## config.mk

```make
export PLATFORM = sky130hd
export DESIGN_NAME = itch_feed_arbiter
export DESIGN_NICKNAME = d
export VERILOG_FILES = /design/src/rtl/itch_feed_arbiter.sv
export SDC_FILE = /design/constraint.sdc
export NUM_CORES = 1
export LEC_CHECK = 0
export ABC_AREA = 1
export CAP_MARGIN = 20
export CORE_AREA = 2 2 146 148
export DETAILED_ROUTE_END_ITERATION = 6
export DIE_AREA = 0 0 148 150
export SKIP_LAST_GASP = 1
export SLEW_MARGIN = 20
export SYNTH_ARGS = -nofsm -noshare
export SYNTH_HDL_FRONTEND = slang
export SYNTH_SLANG_ARGS = --single-unit
```

## constraint.sdc

```tcl
create_clock -name clk -period 3.5 [get_ports clk]
set_input_delay 0.7 -clock clk [delete_from_list [all_inputs] [get_ports clk]]
set_output_delay 0.7 -clock clk [all_outputs]
set_load 0.005 [all_outputs]
```

## src/rtl/itch_feed_arbiter.sv

```systemverilog
// rtl/itch_feed_arbiter.sv - packet-atomic round-robin arbiter sharing one itch_parser across N_IN Avalon-ST feeds
module itch_feed_arbiter #(
  parameter int N_IN     = 4,
  parameter int STREAM_W = 64,
  parameter int PORT_W   = (N_IN > 1) ? $clog2(N_IN) : 1
) (
  input  logic                     clk,
  input  logic                     rst,
  input  logic [N_IN-1:0]          s_valid,
  output logic [N_IN-1:0]          s_ready,
  input  logic [N_IN*STREAM_W-1:0] s_data,
  input  logic [N_IN-1:0]          s_sop,
  input  logic [N_IN-1:0]          s_eop,
  input  logic [N_IN*3-1:0]        s_empty,
  output logic                     m_valid,
  input  logic                     m_ready,
  output logic [STREAM_W-1:0]      m_data,
  output logic                     m_sop,
  output logic                     m_eop,
  output logic [2:0]               m_empty,
  output logic [PORT_W-1:0]        m_port,
  output logic                     drop_pulse,
  output logic [15:0]              drop_cnt
);

  typedef enum logic {IDLE = 1'b0, LOCK = 1'b1} state_t;

  state_t              state, state_nxt;
  logic [PORT_W-1:0]   grant, grant_nxt;
  logic [PORT_W-1:0]   rr_ptr, rr_nxt;
  logic                drop_pulse_nxt;
  logic [15:0]         drop_cnt_nxt;

  logic [N_IN-1:0]     req;
  logic [N_IN-1:0]     orphan;
  logic [4:0]          orphan_cnt;
  logic [16:0]         drop_sum;
  logic                win_found;
  logic [PORT_W-1:0]   win_idx;

  logic                sel_valid;
  logic [STREAM_W-1:0] sel_data;
  logic                sel_sop;
  logic                sel_eop;
  logic [2:0]          sel_empty;
  logic [N_IN-1:0]     grant_onehot;

  assign req    = s_valid & s_sop;
  assign orphan = s_valid & ~s_sop;
  assign m_port = grant;

  // Round-robin pick: first requester after rr_ptr, wrapping modulo N_IN
  always_comb begin
    win_found = 1'b0;
    win_idx   = '0;
    for (int k = 1; k <= N_IN; k++) begin
      if (!win_found && req[(int'(rr_ptr) + k) % N_IN]) begin
        win_found = 1'b1;
        win_idx   = PORT_W'((int'(rr_ptr) + k) % N_IN);
      end
    end
  end

  // Count orphan beats seen this cycle and form the saturating drop total
  always_comb begin
    orphan_cnt = '0;
    for (int i = 0; i < N_IN; i++) begin
      orphan_cnt = orphan_cnt + 5'(orphan[i]);
    end
    drop_sum = {1'b0, drop_cnt} + 17'(orphan_cnt);
  end

  // Select the granted feed's beat fields
  always_comb begin
    sel_valid    = 1'b0;
    sel_data     = '0;
    sel_sop      = 1'b0;
    sel_eop      = 1'b0;
    sel_empty    = '0;
    grant_onehot = '0;
    for (int i = 0; i < N_IN; i++) begin
      if (grant == PORT_W'(i)) begin
        sel_valid       = s_valid[i];
        sel_data        = s_data[i*STREAM_W +: STREAM_W];
        sel_sop         = s_sop[i];
        sel_eop         = s_eop[i];
        sel_empty       = s_empty[3*i +: 3];
        grant_onehot[i] = 1'b1;
      end
    end
  end

  // Next-state and output decode; reset blocks any handshake in the cycle it is asserted
  always_comb begin
    state_nxt      = state;
    grant_nxt      = grant;
    rr_nxt         = rr_ptr;
    drop_pulse_nxt = 1'b0;
    drop_cnt_nxt   = drop_cnt;
    s_ready        = '0;
    m_valid        = 1'b0;
    m_data         = '0;
    m_sop          = 1'b0;
    m_eop          = 1'b0;
    m_empty        = '0;
    case (state)
      IDLE: begin
        // Orphans are swallowed; SOP requesters wait one cycle for the grant
        s_ready        = orphan;
        drop_pulse_nxt = |orphan;
        drop_cnt_nxt   = drop_sum[16] ? 16'hFFFF : drop_sum[15:0];
        if (win_found) begin
          grant_nxt = win_idx;
          state_nxt = LOCK;
        end
      end
      LOCK: begin
        m_valid = sel_valid;
        m_data  = sel_data;
        m_sop   = sel_sop;
        m_eop   = sel_eop;
        m_empty = sel_empty;
        s_ready = grant_onehot & {N_IN{m_ready}};
        if (sel_valid && m_ready && sel_eop) begin
          rr_nxt    = grant;
          state_nxt = IDLE;
        end
      end
      default: state_nxt = IDLE;
    endcase
    if (rst) begin
      s_ready = '0;
      m_valid = 1'b0;
    end
  end

  // State, grant, round-robin pointer and drop statistics registers
  always_ff @(posedge clk) begin
    if (rst) begin
      state      <= IDLE;
      grant      <= '0;
      rr_ptr     <= PORT_W'(N_IN - 1);
      drop_pulse <= 1'b0;
      drop_cnt   <= '0;
    end else begin
      state      <= state_nxt;
      grant      <= grant_nxt;
      rr_ptr     <= rr_nxt;
      drop_pulse <= drop_pulse_nxt;
      drop_cnt   <= drop_cnt_nxt;
    end
  end

endmodule

```

==> results of run 1 <==
[cells by family (layout without fill, tap and decap cells)]
kind of cell             after synthesis  count (layout)  share of synthesized area (%)
AND/OR/NAND/NOR                      341             341                           39.7
XOR/XNOR                               9               9                           2.21
adder cells (fa/ha/maj)                4               4                           1.83
multiplexers                           1               1                          0.281
AO/OA/AOI/OAI                        170             170                           30.3
buffers and inverters                122             483                           13.4
flip-flops                            22              22                           12.4
other                                  0               1                              0
[layout make-up]
cell class / instances / area, sq um / area share [%]
timing repair buffer: 404 / 3980 / 51.0
tap: 275 / 344 / 4.41
sequential: 22 / 442 / 5.66
clock inverter: 1 / 30.0 / 0.385
clock buffer: 3 / 75.1 / 0.962
multi-input combinational: 525 / 2650 / 33.9
inverter: 75 / 282 / 3.61
antenna: 1 / 2.50 / 0.0321
[state kept, by name, indices dropped and copies added (netlist names)]
signal / flops
m_port: 2
state: 1
drop_cnt: 16
rr_ptr: 2
drop_pulse: 1
[critical path, cell delays in order]
cell and delay [ns]:
clkdlybuf4s50_1 0.48, inv_1 0.06, nand2_1 0.08, xor2_1 0.15, inv_1 0.06, ha_1 0.26
inv_1 0.05, fa_1 0.37, inv_1 0.10, fa_1 0.23, nand4_1 0.16, nor3_2 0.18
nand4_1 0.14, buf_4 0.21, nand3_1 0.07, nand2_1 0.05, inv_1 0.04
[metal layers]
metal | global-route usage [%] | part of all wire (%) | up-vias
li1 | - | - | 2982
met1 | 22.4 | 42 | 2656
met2 | 31.3 | 49 | 223
met3 | 2.62 | 6.4 | 26
met4 | 4.24 | 2.1 | 0
met5 | 0 | 0 | -
[cells in the final DEF, fill, tap and decap left out, types with 8 or more instances in the layout]
cell type,instances
clkdlybuf4s50_1,375
o21ai_0,43
nand3_1,62
o211ai_1,35
nand2_1,171
inv_2,8
buf_4,28
a21oi_1,46
dfxtp_1,21
nor2_1,88
inv_1,65
o221ai_1,32
[worst paths after layout]
path / from / endpoint / slack [ns] / cells after the start
worst max-delay path: s_sop[0] / drop_cnt[15]$_SDFFE_PP0N_ / 0.33 / 17
worst min-delay path: drop_cnt[10]$_SDFFE_PP0N_ / drop_cnt[10]$_SDFFE_PP0N_ / 0.56 / 2
worst max register to register: drop_cnt[0]$_SDFFE_PP0N_ / drop_cnt[15]$_SDFFE_PP0N_ / 0.94 / 14
worst min register to register: drop_cnt[10]$_SDFFE_PP0N_ / drop_cnt[10]$_SDFFE_PP0N_ / 0.56 / 2
[per-stage QoR]
| step | total power [mW] | instances | setup WS (ns) |
|---|---|---|---|
| floorplan | 1.16 | 669 | 0.658 |
| global route | 2.74 | 1306 | 0.0892 |
| CTS | 2.55 | 1305 | 0.258 |
| finish | 2.52 | 1306 | 0.326 |
| global placement | 2.21 | 1301 | 0.127 |
| detailed placement | 2.22 | 1301 | 0.0627 |
[power groups by stage]
stage	Combinational, mW	Clock, mW	Sequential, mW
after global placement	1.90	0	0.312
after floorplan	0.867	0	0.292
after CTS	1.91	0.330	0.306
after detailed placement	1.91	0	0.311
after global routing	2.08	0.343	0.310
final	1.89	0.324	0.306
==> impl_metrics.tcl, run 1 <==
set metrics [dict create \
    ys_warn_count 0 \
    postRouteAntennaNets 0 \
    synthTopCellsByCount "nand2_1, nor2_1, inv_1" \
    synth.area.top_cells "nand2_1, dfxtp_1, nor2_1" \
    netlist_instances 669 \
    fin_area_sq_um 7800 \
    peakVddDrop_uv 210 \
    grt_pass1_wl_um 31500 \
    routedWlPerCell_um 16.3 \
    crit_fanout 10 \
    netlist.area_leader.share_pct 18.0 \
    dr.pass1.iters 4 \
    cts_tree "built" \
    grt_max_degree 48 \
    maxCapViolations 0 \
    synth-async-reset-ratio_pct 0 \
    port_buffers 375 \
    cts_made_buffers 3 \
    ios 376 \
    synth.most_common_cell "nand2_1" \
    die_area_sq_um 22200 \
    p_sw_mw 1.03 \
    synth.yosys.seq_area_share_pct 12.4 \
    status "complete, no violations" \
    synth_area_per_cell_sq_um 5.33 \
    path_class "input port to register" \
    cts_max_level 1 \
    fin_util_pct 37.7 \
    worst_pin_slew_ns 0.525 \
    routed_wl_um 21300 \
    cts_num_sinks 22 \
    p_comb_share_pct 75.0 \
    end_kind "register" \
    clk_latency_ns 0.26 \
    grt_antenna_before_repair 1 \
    vias_per_cell 4.51 \
    grt_pass1_vias 5584 \
    cts_resized 0 \
    power.share.clock_pct 12.9 \
    cts_hold_buf 0 \
    synth_top_flop_cell "dfxtp_1" \
    grt_overflow_total 0 \
    grt_setup_unrepaired "false" \
    maxSlewViolCount 0 \
    fin_crit_sh_pct 90.7 \
    fillers 2221 \
    crit_arrival_ns 3.38 \
    hpwl_um 17000 \
    route.detailed.drc 0 \
    finClkSkew_ns 0.00261 \
    timing.fmax_mhz 315 \
    core_sq_um 20700 \
    cp.required_ns 3.71 \
    synth_edf_count 0 \
    p_sw_share_pct 40.9 \
    p_int_mw 1.49 \
    yosysTopAreaCell "nand2_1" \
    slew-limit-headroom_pct 64.8 \
    ys_types 32 \
    cts_buffer_depth 2 \
    start_util_pct 17.2 \
    finalHoldViolCount 0 \
    die_x_um 148 \
    ys_ff_latch 22 \
    syn_nets 956 \
    grt.total_usage_pct 17.6 \
    p_seq_share_pct 12.1 \
    drive_gt1_share_pct 4.95 \
    rows 53 \
    fin_tns_setup_ns 0 \
    p_per_area_nw_per_um2 323 \
    hold_class "register to register" \
    startpoint_type "input port" \
    setup_viol 0 \
    clkSlewWorstSetupHoldPaths_ns 0.06 \
    syn_area_sq_um 3560 \
    p_leak_nw 3.18 \
    root_buffer "clkbuf_16" \
    area_growth_pct 119 \
    vias 5887 \
    fin_hold_ws_ns 0.556 \
    dpl-instance-area_sq_um 7700 \
    period_minus_slack_ns 3.17 \
    post_cts_buffers 0 \
    nets 1318 \
    dieHeight_um 150 \
    place.gp.congestion 0.875 \
    drt-initial-drc-count 232 \
]
Note: power is estimated with default switching activity, not from simulation.
==> run 2: changes to the inputs <==
CORE_AREA = 5 5 145 147   (was 2 2 146 148)
DIE_AREA = 0 0 150 152   (was 0 0 148 150)
==> impl_metrics.tcl, run 2 (synthesized netlist as in run 1, its figures left out) <==
set metrics [dict create \
    grt_pass1_wl_um 33100 \
    grt_antenna_before_repair 2 \
    maxCapViolations 0 \
    peakVddDrop_uv 162 \
    grt_overflow_total 0 \
    final_common_cell "clkdlybuf4s50_1" \
    r2r_start "drop_cnt[0]$_SDFFE_PP0N_" \
    timing.fmax_mhz 314 \
    maxSlewViolCount 0 \
    nets 1316 \
    crit_fanout 4 \
    p_sw_mw 1.03 \
    clk_latency_ns 0.25 \
    p_leak_nw 3.18 \
    power.share.clock_pct 12.8 \
    end_kind "register" \
    p_seq_share_pct 12.0 \
    place.gp.congestion 0.875 \
    ios 376 \
    cts_resized 0 \
    p_sw_share_pct 40.8 \
    root_buffer "clkbuf_16" \
    drt-initial-drc-count 294 \
    p_int_mw 1.49 \
    post_cts_buffers 0 \
    p_comb_share_pct 75.2 \
    p_per_area_nw_per_um2 322 \
    top_register "drop_cnt" \
    dieHeight_um 152 \
    path_class "input port to register" \
    postRouteAntennaNets 0 \
    cts_max_level 1 \
    routedWlPerCell_um 17.2 \
    dr.pass1.iters 5 \
    routed_wl_um 22300 \
    setup_viol 0 \
    hold_class "register to register" \
    whs_endpoint "drop_cnt[10]$_SDFFE_PP0N_" \
    route.detailed.drc 0 \
    die_x_um 150 \
    cts_made_buffers 3 \
    grt_max_degree 43 \
    grt_pass1_vias 5723 \
    finalHoldViolCount 0 \
    cts_tree "built" \
    die_area_sq_um 22800 \
    start_util_pct 18.0 \
    period_minus_slack_ns 3.19 \
    clkSlewWorstSetupHoldPaths_ns 0.06 \
    fin_hold_ws_ns 0.540 \
    finClkSkew_ns 0.00254 \
    grt.total_usage_pct 17.9 \
    r2r_slack_ns 0.98 \
    fin_tns_setup_ns 0 \
    holdPathStages 2 \
    cts_buffer_depth 2 \
    core_sq_um 19800 \
    drive_gt1_share_pct 4.77 \
    cts_num_sinks 22 \
    port_buffers 375 \
    worst_pin_slew_ns 0.628 \
    area_growth_pct 119 \
    vias 5884 \
    hpwl_um 17900 \
    fillers 2161 \
    cts_hold_buf 0 \
    vias_per_cell 4.53 \
    status "complete, no violations" \
    crit_path_top_delay_cell "clkdlybuf4s50_1" \
    fin_crit_sh_pct 91.1 \
    startpoint_type "input port" \
    largest_reg_flops 16 \
    layout_common_cells "clkdlybuf4s50_1, nand2_1, nor2_1" \
    slew-limit-headroom_pct 58.1 \
    grt_setup_unrepaired "false" \
    fin_util_pct 39.5 \
    cp.required_ns 3.65 \
    min-delay-start "drop_cnt[10]$_SDFFE_PP0N_" \
    slowest_delay_ns 0.49 \
    crit_arrival_ns 3.34 \
    path_cells "clkdlybuf4s50_1, inv_1, nand2_1, xor2_1, inv_1, ha_1, inv_1, fa_1, inv_1, fa_1, nand4_1, nor3_2, buf_4, nand3_1, nand2_1, nand3_1, nand2_1, inv_1" \
    rows 52 \
    r2r_end "drop_cnt[14]$_SDFFE_PP0N_" \
    worst_path_most_repeated_cell "inv_1" \
    reg2regPathDepth 15 \
]
## run 2: power groups by stage
stage	registers [mW]	logic, mW	clock network (mW)
after floorplan	0.292	0.867	0
after global placement	0.308	1.91	0
after detailed placement	0.308	1.92	0
after CTS	0.302	1.93	0.331
after global routing	0.306	2.08	0.345
final	0.302	1.89	0.322
## run 2: layer usage
layer	global-route usage (%)	share of wire (%)
met1	21.5	41
met2	33.2	51
met3	2.92	6.8
met4	3.57	1.2
met5	0	0
## run 2: worst max-delay path by stage
| stage | slack (ns) | cells past startpoint | end | start |
|---|---|---|---|---|
| after floorplan | 0.66 | 16 | drop_cnt[15]$_SDFFE_PP0N_ | s_sop[0] |
| after global placement | 0.10 | 17 | drop_cnt[14]$_SDFFE_PP0N_ | s_sop[0] |
| after detailed placement | 0.05 | 18 | drop_cnt[14]$_SDFFE_PP0N_ | s_sop[0] |
| after CTS | 0.33 | 18 | drop_cnt[14]$_SDFFE_PP0N_ | s_sop[0] |
| after global routing | 0.15 | 15 | drop_cnt[13]$_SDFFE_PP0N_ | s_sop[0] |
| final | 0.31 | 18 | drop_cnt[14]$_SDFFE_PP0N_ | s_sop[0] |
## run 2: area by class of cell
type / instances / area, sq um / area share (%)
repair buffers: 402 / 3990 / 51.1
multi-input cells: 525 / 2650 / 33.9
flip-flops and latches: 22 / 442 / 5.65
well taps: 270 / 338 / 4.32
inverters: 75 / 282 / 3.60
clock buffers: 3 / 75.1 / 0.961
clock inverters: 1 / 30.0 / 0.384
diodes: 2 / 5.00 / 0.0641
## run 2: stage by stage
stage | instances | worst slack (ns) | area [sq um] | total power [mW]
finish | 1300 | 0.313 | 7810 | 2.52
global route | 1300 | 0.150 | 7810 | 2.73
CTS | 1298 | 0.330 | 7810 | 2.56
detailed placement | 1294 | 0.0523 | 7700 | 2.23
global placement | 1294 | 0.103 | 7700 | 2.22
floorplan | 669 | 0.658 | 3560 | 1.16
## run 2: critical path, delay by kind of cell
family | cells | cell delay, ns
XOR/XNOR | 1 | 0.15
adder cells (fa/ha/maj) | 3 | 0.85
buffers and inverters | 7 | 0.95
AND/OR/NAND/NOR | 7 | 0.68
==> edit (flow settings as in run 1) <==
The parameter `N_IN` goes from 4 to 2.
--- a/src/rtl/itch_feed_arbiter.sv
+++ b/src/rtl/itch_feed_arbiter.sv
@@ -2,3 +2,3 @@
 module itch_feed_arbiter #(
-  parameter int N_IN     = 4,
+  parameter int N_IN     = 2,
   parameter int STREAM_W = 64,
Ports: changed (7 resized); port bits go from 376 to 233. The function was not compared with the original's and may differ.
==> edit against run 1 <==
Combinational power shrank 75%; worst hold slack worse by 0.056 ns; routed wire length is 47% lower; global-route usage fell by 8.2 points; area after synthesis fell by 39%; largest power group unchanged; core utilization down 14 points; total power is 61% lower; final area is 37% lower; worst setup slack better by 0.062 ns; clock power shrank 18%; non-clock buffer count down 161; sequential cell count down 2.
==> edit: results (changes against run 1) <==
clock_tree:
  clock_latency_ns: 0.26  # about the same
  cts-resized-gates: 0  # unchanged
  postCtsSetupRepairBufs: 0  # unchanged
  clkTransAtPathRegs_ns: 0.06  # about the same
  htree_num_levels: 1  # unchanged
  cts_buffer_depth: 2  # unchanged
  cts-root-buf: "clkbuf_16"  # unchanged
  cts-buffers-inserted: 3  # unchanged
final_layout:
  antenna_cells: 0  # was 1
  largest_reg_flops: 16  # unchanged
  drive_above_1_share_pct: 6.63  # was 4.95%
  largest-register: "drop_cnt"  # unchanged
  fin_nets: 764  # was 1318
power_and_ir_drop:
  power_leakage_nw: 1.98  # was 3.18 nW
  ir_drop_mv: 0.157  # was 0.210 mV
yosys:
  synth-adder-area-share_pct: 1.50  # was 1.83%
  synthMuxAreaShare_pct: 0  # was 0.281%
  ys_types: 35  # was 32
  synth_commonest_cells: "nor2_1, o21ai_0, nand2_1"  # was nand2_1, nor2_1, inv_1
  synth-compound-area-share_pct: 23.6  # was 30.3%
  yosysWarnings: 0  # unchanged
  synth_xor_xnor_area_share_pct: 2.01  # was 2.21%
  async_reset_ff_share_pct: 0  # unchanged
  ys.flop_type: "dfxtp_1"  # unchanged
  syn_nets: 542  # was 956
  synth_area_leaders: "nor2_1, dfxtp_1, o21ai_0"  # was nand2_1, dfxtp_1, nor2_1
  synth_seq_area_share_pct: 18.4  # was 12.4%
drt:
  drt-total-wl_um: 11400  # was 21300 um
  first_pass_iters: 4  # unchanged
  drt_iter0_markers: 107  # was 232
  via_per_inst: 3.74  # was 4.51
run_status:
  outcome: "finished, final reports clean"  # unchanged
setup_path:
  ff2ff_path_depth: 10  # was 14
  path_max_fanout: 4  # was 10
  cp_data_arrival_time_ns: 2.41  # was 3.38 ns
global_routing:
  met1_usage_pct: 11.1  # was 22.4%
  grtUsageMet3_pct: 2.10  # was 2.62%
  grt_usage_pct: 9.43  # was 17.6%
  antenna_found_initial: 0  # was 1
  grt_pass1_vias: 3200  # was 5584
  grt_max_degree: 61  # was 48
  grtUsageMet2_pct: 17.5  # was 31.3%
  grt_pass1_wl_um: 16900  # was 31500 um
place:
  dpl.hpwl_um: 9110  # was 17000 um
  place_congestion: 0.744  # was 0.875
  io_buffers: 232  # was 375
sta:
  worst_pin_slew_ns: 0.599  # was 0.525 ns
  fin_skew_ns: 0.00337  # was 0.00261 ns
hold_path:
  hold_path.class: "reg2reg"  # unchanged
  min_path_cells: 2  # unchanged
## edit: cell type report
cell class	instances	area [sq um]
sequential	20	403
timing repair buffer	243	2400
multi-input combinational	323	1550
fill	2332	15800
clock buffer	4	88.8
inverter	28	108
tap	275	344
## edit: stage by stage
step / std cells / setup slack [ns] / area [sq um] / hold WS [ns]
after floorplan: 397 / 1.36 / 2170 / 0.433
after global placement: 889 / 0.387 / 4810 / 0.464
after detailed placement: 889 / 0.344 / 4810 / 0.484
after CTS: 893 / 0.344 / 4900 / 0.498
after global routing: 893 / 0.254 / 4900 / 0.534
final: 893 / 0.388 / 4900 / 0.499
## edit: worst max-delay path: stages
cell             delay, ns
clkdlybuf4s50_1       0.53
inv_1                 0.07
nor2_1                0.21
inv_1                 0.09
o32ai_1               0.13
buf_4                 0.15
clkdlybuf4s50_1       0.53
## edit: kinds of logic after synthesis
family                   Yosys count
buffers and inverters             54
flip-flops                        20
adder cells (fa/ha/maj)            2
AND/OR/NAND/NOR                  224
AO/OA/AOI/OAI                     92
XOR/XNOR                           5
## edit: routing by layer
metal	part of all wire [%]	vias to the layer above	wire, um
met5	0	-	0
met3	7.9	12	904
met4	1.5	0	172
li1	-	1719	-
met2	48	156	5440
met1	43	1449	4870
## edit: final timing paths
check | start | end | slack [ns]
hold reg to reg | rr_ptr | rr_ptr | 0.50
hold / removal | rr_ptr | rr_ptr | 0.50
setup reg to reg | drop_cnt[0] | drop_cnt[15] | 1.70
setup / recovery | s_valid[0] | s_ready[0] | 0.39
## edit: power breakdown
group	total [mW]	leakage (nW)	switching [mW]	internal, mW
sequential	0.242	0.163	0.00769	0.234
clock	0.266	0.0442	0.0915	0.174
combinational	0.464	1.77	0.174	0.290
total	0.972	1.98	0.273	0.699
